## src/rtl/dcache_if.sv

```systemverilog
// Data-cache request/response bus between the MEM-stage access unit and the D-cache.
interface dcache_if;
  logic        dcache_read;
  logic        dcache_write;
  logic [31:0] dcache_address;
  logic [31:0] dcache_wdata;
  logic [3:0]  dcache_byte_enable;
  logic        dcache_resp;
  logic [31:0] dcache_rdata;

  modport master (
    output dcache_read, dcache_write, dcache_address, dcache_wdata, dcache_byte_enable,
    input  dcache_resp, dcache_rdata
  );

  modport slave (
    input  dcache_read, dcache_write, dcache_address, dcache_wdata, dcache_byte_enable,
    output dcache_resp, dcache_rdata
  );
endinterface

```

## src/rtl/dmem_access_unit.sv

```systemverilog
// MEM-stage load/store sequencer: IDLE -> ACCESS -> DONE, with byte-lane steering and load extension.
// Optional misaligned-access trap is enabled by defining DMEM_MISALIGN_TRAP_EN.
module dmem_access_unit (
  input  logic        clk,
  input  logic        reset,
  input  logic        i_req_valid,
  input  logic        i_mem_read,
  input  logic        i_mem_write,
  input  logic [2:0]  i_funct3,
  input  logic [31:0] i_addr,
  input  logic [31:0] i_wdata,
  output logic [31:0] o_rdata_out,
  output logic        o_stall,
  output logic        o_misalign,
  dcache_if.master    dcache
);

  typedef enum logic [1:0] {IDLE, ACCESS, DONE} state_t;

  state_t      r_state;
  logic        r_rd, r_wr;
  logic [31:0] r_addr, r_wdata, r_rdata;
  logic [3:0]  r_be;
  logic [2:0]  r_funct3;
  logic [1:0]  r_off;
  logic        w_mem_op, w_aligned, w_start;

  // 0 = byte, 1 = half, 2 = word (reserved encodings fall through to word)
  function automatic logic [1:0] access_size(input logic [2:0] f3);
    case (f3)
      3'b000, 3'b100: access_size = 2'd0;
      3'b001, 3'b101: access_size = 2'd1;
      default:        access_size = 2'd2;
    endcase
  endfunction

  function automatic logic [3:0] byte_enables(input logic [2:0] f3, input logic [1:0] off);
    case (access_size(f3))
      2'd0:    byte_enables = 4'b0001 << off;
      2'd1:    byte_enables = 4'b0011 << off;
      default: byte_enables = 4'b1111;
    endcase
  endfunction

  function automatic logic [31:0] store_lanes(input logic [2:0] f3, input logic [31:0] wd);
    case (access_size(f3))
      2'd0:    store_lanes = {4{wd[7:0]}};
      2'd1:    store_lanes = {2{wd[15:0]}};
      default: store_lanes = wd;
    endcase
  endfunction

  function automatic logic [31:0] load_extend(input logic [2:0] f3, input logic [1:0] off,
                                              input logic [31:0] rd);
    logic [31:0]        sh_b, sh_h;
    logic signed [7:0]  b;
    logic signed [15:0] h;
    sh_b = rd >> {off, 3'b000};
    sh_h = rd >> {off[1], 4'b0000};
    b    = sh_b[7:0];
    h    = sh_h[15:0];
    case (f3)
      3'b000:  load_extend = {{24{b[7]}}, b};
      3'b001:  load_extend = {{16{h[15]}}, h};
      3'b100:  load_extend = {24'd0, b};
      3'b101:  load_extend = {16'd0, h};
      default: load_extend = rd;
    endcase
  endfunction

  assign w_mem_op = i_req_valid && (i_mem_read || i_mem_write);

`ifdef DMEM_MISALIGN_TRAP_EN
  always_comb begin
    case (access_size(i_funct3))
      2'd0:    w_aligned = 1'b1;
      2'd1:    w_aligned = !i_addr[0];
      default: w_aligned = (i_addr[1:0] == 2'b00);
    endcase
  end
  // Trap is reported combinationally so the pipeline can redirect without stalling
  assign o_misalign = !reset && (r_state == IDLE) && w_mem_op && !w_aligned;
`else
  assign w_aligned  = 1'b1;
  assign o_misalign = 1'b0;
`endif

  assign w_start = w_mem_op && w_aligned;
  assign o_stall = ((r_state == IDLE) && w_start) || (r_state == ACCESS);

  always_ff @(posedge clk) begin
    if (reset) begin
      r_state <= IDLE;
      r_rd    <= 1'b0;
      r_wr    <= 1'b0;
      r_rdata <= 32'd0;
    end else begin
      case (r_state)
        IDLE: begin
          if (w_start) begin
            r_state <= ACCESS;
            r_rd    <= i_mem_read;
            r_wr    <= i_mem_write;
          end
        end
        ACCESS: begin
          if (dcache.dcache_resp) begin
            r_state <= DONE;
            r_rd    <= 1'b0;
            r_wr    <= 1'b0;
            if (r_rd) r_rdata <= load_extend(r_funct3, r_off, dcache.dcache_rdata);
          end
        end
        DONE:    r_state <= IDLE;
        default: r_state <= IDLE;
      endcase
    end
  end

  // Request payload is captured once and held stable for the whole access
  always_ff @(posedge clk) begin
    if ((r_state == IDLE) && w_start) begin
      r_addr   <= {i_addr[31:2], 2'b00};
      r_off    <= i_addr[1:0];
      r_funct3 <= i_funct3;
      r_be     <= byte_enables(i_funct3, i_addr[1:0]);
      r_wdata  <= store_lanes(i_funct3, i_wdata);
    end
  end

  assign dcache.dcache_read        = r_rd;
  assign dcache.dcache_write       = r_wr;
  assign dcache.dcache_address     = r_addr;
  assign dcache.dcache_wdata       = r_wdata;
  assign dcache.dcache_byte_enable = r_be;
  assign o_rdata_out               = r_rdata;

endmodule

```

## src/flat_wrapper.sv

```systemverilog
// flat-port wrapper written by rule: the top's interface ports become plain ports
module dmem_access_unit_flat 
  (clk, reset, i_req_valid, i_mem_read, i_mem_write, i_funct3, i_addr, i_wdata, o_rdata_out, o_stall, o_misalign, dcache_dcache_read, dcache_dcache_write, dcache_dcache_address, dcache_dcache_wdata, dcache_dcache_byte_enable, dcache_dcache_resp, dcache_dcache_rdata);
  dcache_if dcache_i ();
  input  logic clk;
  input  logic reset;
  input  logic i_req_valid;
  input  logic i_mem_read;
  input  logic i_mem_write;
  input  logic [2:0] i_funct3;
  input  logic [31:0] i_addr;
  input  logic [31:0] i_wdata;
  output logic [31:0] o_rdata_out;
  output logic o_stall;
  output logic o_misalign;
  output wire logic [$bits(dcache_i.dcache_read)-1:0] dcache_dcache_read;
  output wire logic [$bits(dcache_i.dcache_write)-1:0] dcache_dcache_write;
  output wire logic [$bits(dcache_i.dcache_address)-1:0] dcache_dcache_address;
  output wire logic [$bits(dcache_i.dcache_wdata)-1:0] dcache_dcache_wdata;
  output wire logic [$bits(dcache_i.dcache_byte_enable)-1:0] dcache_dcache_byte_enable;
  input wire logic [$bits(dcache_i.dcache_resp)-1:0] dcache_dcache_resp;
  input wire logic [$bits(dcache_i.dcache_rdata)-1:0] dcache_dcache_rdata;
  assign dcache_dcache_read = dcache_i.dcache_read;
  assign dcache_dcache_write = dcache_i.dcache_write;
  assign dcache_dcache_address = dcache_i.dcache_address;
  assign dcache_dcache_wdata = dcache_i.dcache_wdata;
  assign dcache_dcache_byte_enable = dcache_i.dcache_byte_enable;
  assign dcache_i.dcache_resp = dcache_dcache_resp;
  assign dcache_i.dcache_rdata = dcache_dcache_rdata;
  dmem_access_unit u_core (.clk(clk), .reset(reset), .i_req_valid(i_req_valid), .i_mem_read(i_mem_read), .i_mem_write(i_mem_write), .i_funct3(i_funct3), .i_addr(i_addr), .i_wdata(i_wdata), .o_rdata_out(o_rdata_out), .o_stall(o_stall), .o_misalign(o_misalign), .dcache(dcache_i));
endmodule
```

## config.mk

```make
export PLATFORM = sky130hd
export DESIGN_NAME = dmem_access_unit_flat
export DESIGN_NICKNAME = d
export VERILOG_FILES = /design/src/rtl/dcache_if.sv /design/src/rtl/dmem_access_unit.sv /design/src/flat_wrapper.sv
export SDC_FILE = /design/constraint.sdc
export NUM_CORES = 1
export LEC_CHECK = 0
export ABC_AREA = 1
export CAP_MARGIN = 30
export CORE_MARGIN = 5
export CORE_UTILIZATION = 46
export CTS_CLUSTER_SIZE = 20
export DETAILED_ROUTE_END_ITERATION = 8
export PLACE_DENSITY = 0.87
export SYNTH_ARGS = -nofsm -noshare
export SYNTH_HDL_FRONTEND = slang
export SYNTH_SLANG_ARGS = --single-unit
```

## constraint.sdc

```tcl
create_clock -name clk -period 6.4 [get_ports clk]
set_input_delay 1.92 -clock clk [delete_from_list [all_inputs] [get_ports clk]]
set_output_delay 1.92 -clock clk [all_outputs]
set_load 0.03 [all_outputs]
```

==> impl_results.md <==
* Resized Gates After CTS at 0
* Starting DRT DRC Count at 185
* Vias in the first global route at 4310
* EDFF count, synth at 71
* CTS Buf Count at 9
* Row Count at 37
* Final setup margin at 1.022 ns
* Die area at 12450 µm²
* Hold Crit Class: flop to flop
* Router iterations before antenna repair at 5
* Pwr Total at 1499 µW
* Post-layout minimum cycle time at 5.378 ns
* RePlAce Congestion at 0.9135
* Core area at 10180 µm²
* N_diodes at 0
* Syn Area/Cell at 9.685 µm²
* Hold Fails Final Rpt at 0
* GRT Total Usage at 22.17%
* Share of cells above drive strength 1 at 6.967%
* Clock Latency Late Sink at 0.36 ns
* CP Launch Type: primary input
* Final non-filler cell total at 825
* Mapped Cells at 490
* Initial Util at 46.60%
* Final WL at 13.95 mm
* Seq/Total Area, Yosys at 60.11%
* GRT overflow at 0
* Hold-fix buffers at CTS at 0
* First-pass GRT wire length at 22.06 mm
* I/O pin cnt at 209
* Worst Skew at 0.01058 ns
* Critical Path Sink Type: output port
* Post-route ant nets at 0
* Slew HR at 33.16%
* Register Area at 2853 µm²
* Unrepaired setup endpoints after global routing: no
* Netlist cell types at 31
* Synth Cell Area at 4746 µm²
* Crit path kind: primary input to output port
* IO Port Bufs at 205
* Setup TNS at 0 ns
* Largest family of logic cells by synthesized area: compound AO/OA/AOI/OAI gates
* Initial antenna violation count at 0
* DP HPWL at 10.63 mm
* Residual DRC at 0
* Placed Cells at 808
* Share of the synthesized area in the top cell type at 44.92%
* Clock slew at reported path FFs at 0.11 ns
* Via Count at 4123
* Reg2reg start: u_core.r_funct3[1]$_DFFE_PP_
* Max_cap viols at 0
* Die Wd at 111.6 µm
* Post-CTS setup buffer count at 0
* H-tree depth at 3
* Simple-Gate Fraction of Synth Area at 15.11%
* Critical Path RT at 4.48 ns
* Clock tree buffer depth at 2
* List of most frequent post-synthesis cells: 139 x nand2_1, 71 x edfxtp_1, 57 x inv_1, 48 x o21ai_0, 36 x dfxtp_1
* Area of the multi-input gates at 1484 µm²
* Mux share of post-synthesis cell area at 0%
* Layout Nets at 789
* Fmax achieved at 186.0 MHz
* Leakage at 0.002869 µW
* Tcrit/Tclk final at 84.02%
* Crit Path Max Fanout at 3
* Worst EP arrival at 3.46 ns
* Final setup viols at 0
* FF-to-FF path depth at 7
* Post-synth top area cell: edfxtp_1
* Placement Setup Slack at 1.032 ns
* CTS Root Cell: clkbuf_8
* Top cells by area, synth: edfxtp_1 45%, dfxtp_1 15%, nand2_1 11%
* Maximum number of pins on one net before global-route repair at 65
* Synth Area in XOR/XNOR at 0%
* Via density at 4.998
* Cell Pwr Density at 213.6 nW/µm²
* Worst r2r dst: u_core.o_rdata_out[25]$_SDFFE_PP0P_
* Slew @ Worst Pin at 1.003 ns
* Adder-cell share of the synthesized area at 0%
* Worst VDD drop at 178.7 µV
* Fillers at 793
* Run status: complete, no violations
* CTS sink cnt at 107
* CTS tree: done
* Ys Warns at 0
* Synth Flop Type: edfxtp_1
* Area Growth Syn to Fin at 47.85%
* Fin Hold WS at 0.4830 ns
* Asr flop ratio synth at 0%
* Slew Viols, Final at 0
* Post-synthesis compound-gate area fraction at 15.79%
* Critical Path Source: i_mem_write
* Count leader, synth: nand2_1
* Routed length per instance at 16.90 µm
* End point of the critical path: o_stall
* FF+latch count, synth at 107
* Worst R2R Setup Slack at 4.39 ns
* Die Height at 111.6 µm
==> worst min-delay path by stage <==
stage	to	cells after the start	slack (ns)	start
after floorplan	u_core.r_state[1]$_SDFFE_PP0P_	2	0.48	u_core.r_state[0]$_SDFFE_PP0P_
after global routing	u_core.dcache.dcache_write$_SDFFE_PP0P_	2	0.51	u_core.dcache.dcache_write$_SDFFE_PP0P_
final	u_core.dcache.dcache_write$_SDFFE_PP0P_	2	0.48	u_core.dcache.dcache_write$_SDFFE_PP0P_
after global placement	u_core.dcache.dcache_write$_SDFFE_PP0P_	2	0.45	u_core.dcache.dcache_write$_SDFFE_PP0P_
after detailed placement	u_core.dcache.dcache_write$_SDFFE_PP0P_	2	0.47	u_core.dcache.dcache_write$_SDFFE_PP0P_
after CTS	u_core.dcache.dcache_write$_SDFFE_PP0P_	2	0.48	u_core.dcache.dcache_write$_SDFFE_PP0P_
==> final cells by class <==
class	count	area share, %
clock inverter	7	0.9629
multi-input combinational	299	21.15
sequential	107	40.66
clock buffer	9	1.765
timing repair buffer	208	29.74
tap	136	2.425
inverter	59	3.299
==> sequential cells by signal, indices dropped and copies added, names as in the netlist <==
register / count
u_core.dcache.dcache_write: 1
u_core.r_off: 2
u_core.r_funct3: 3
u_core.dcache.dcache_wdata: 32
u_core.dcache.dcache_address: 30
u_core.o_rdata_out: 32
u_core.dcache.dcache_byte_enable: 4
u_core.dcache.dcache_read: 1
u_core.r_state: 2
==> kinds of logic (layout without fill, tap and decap cells) <==
family                 count (synthesis)  count (layout)
AOI/OAI and AO/OA                    127             127
other                                  1               3
and+or+nand+nor                      169             169
buffers and inverters                 86             283
DFF                                  107             107
==> report_power, final <==
group	internal [µW]	switching [µW]	leakage (µW)
combinational	133	168	0.00181
sequential	778	17.8	0.000963
clock	152	250	0.0000993
==> placed cells by master, fill, tap and decap left out <==
cell type / n
edfxtp_1: 71
o21ai_0: 48
inv_1: 56
clkdlybuf4s50_1: 205
dfxtp_1: 36
clkinv_4: 1
nand2_2: 3
o21a_1: 16
o21ai_1: 12
o21ai_2: 14
nor3_1: 1
buf_12: 1
conb_1: 3
nand3_1: 5
nor2_1: 13
o211ai_1: 6
or2_2: 1
nand3_2: 2
inv_6: 5
nand2_4: 2
a21oi_2: 1
a22oi_1: 1
a21oi_1: 29
nand2_1: 139
nor3b_4: 1
clkinv_8: 1
inv_8: 1
clkbuf_8: 9
inv_2: 1
nand2_8: 1
clkinv_2: 1
nor3_4: 1
buf_4: 2
==> layer usage <==
| metal | wire length [µm] | vias up | global-route usage [%] | share of wire [%] |
|---|---|---|---|---|
| li1 | - | 2002 | - | - |
| met3 | 1708 | 31 | 9.402 | 12 |
| met4 | 469 | 0 | 8.921 | 3.4 |
| met2 | 6775 | 231 | 38.56 | 49 |
| met1 | 4991 | 1859 | 23.82 | 36 |
| met5 | 0 | - | 0 | 0 |
==> metrics by stage <==
stage / area [µm²] / util (%)
after floorplan: 4753 / -
after global placement: 6805 / 66.82
after detailed placement: 6805 / 66.82
after CTS: 6997 / 68.70
after global routing: 7017 / 68.89
final: 7017 / 68.89
==> worst max-delay path: stages <==
cell and delay [ns]:
clkdlybuf4s50_1 0.42, or2_2 0.30, nand3_1 0.13, nand2_1 0.09, clkdlybuf4s50_1 0.60
Note: power is estimated with default switching activity, not from simulation.
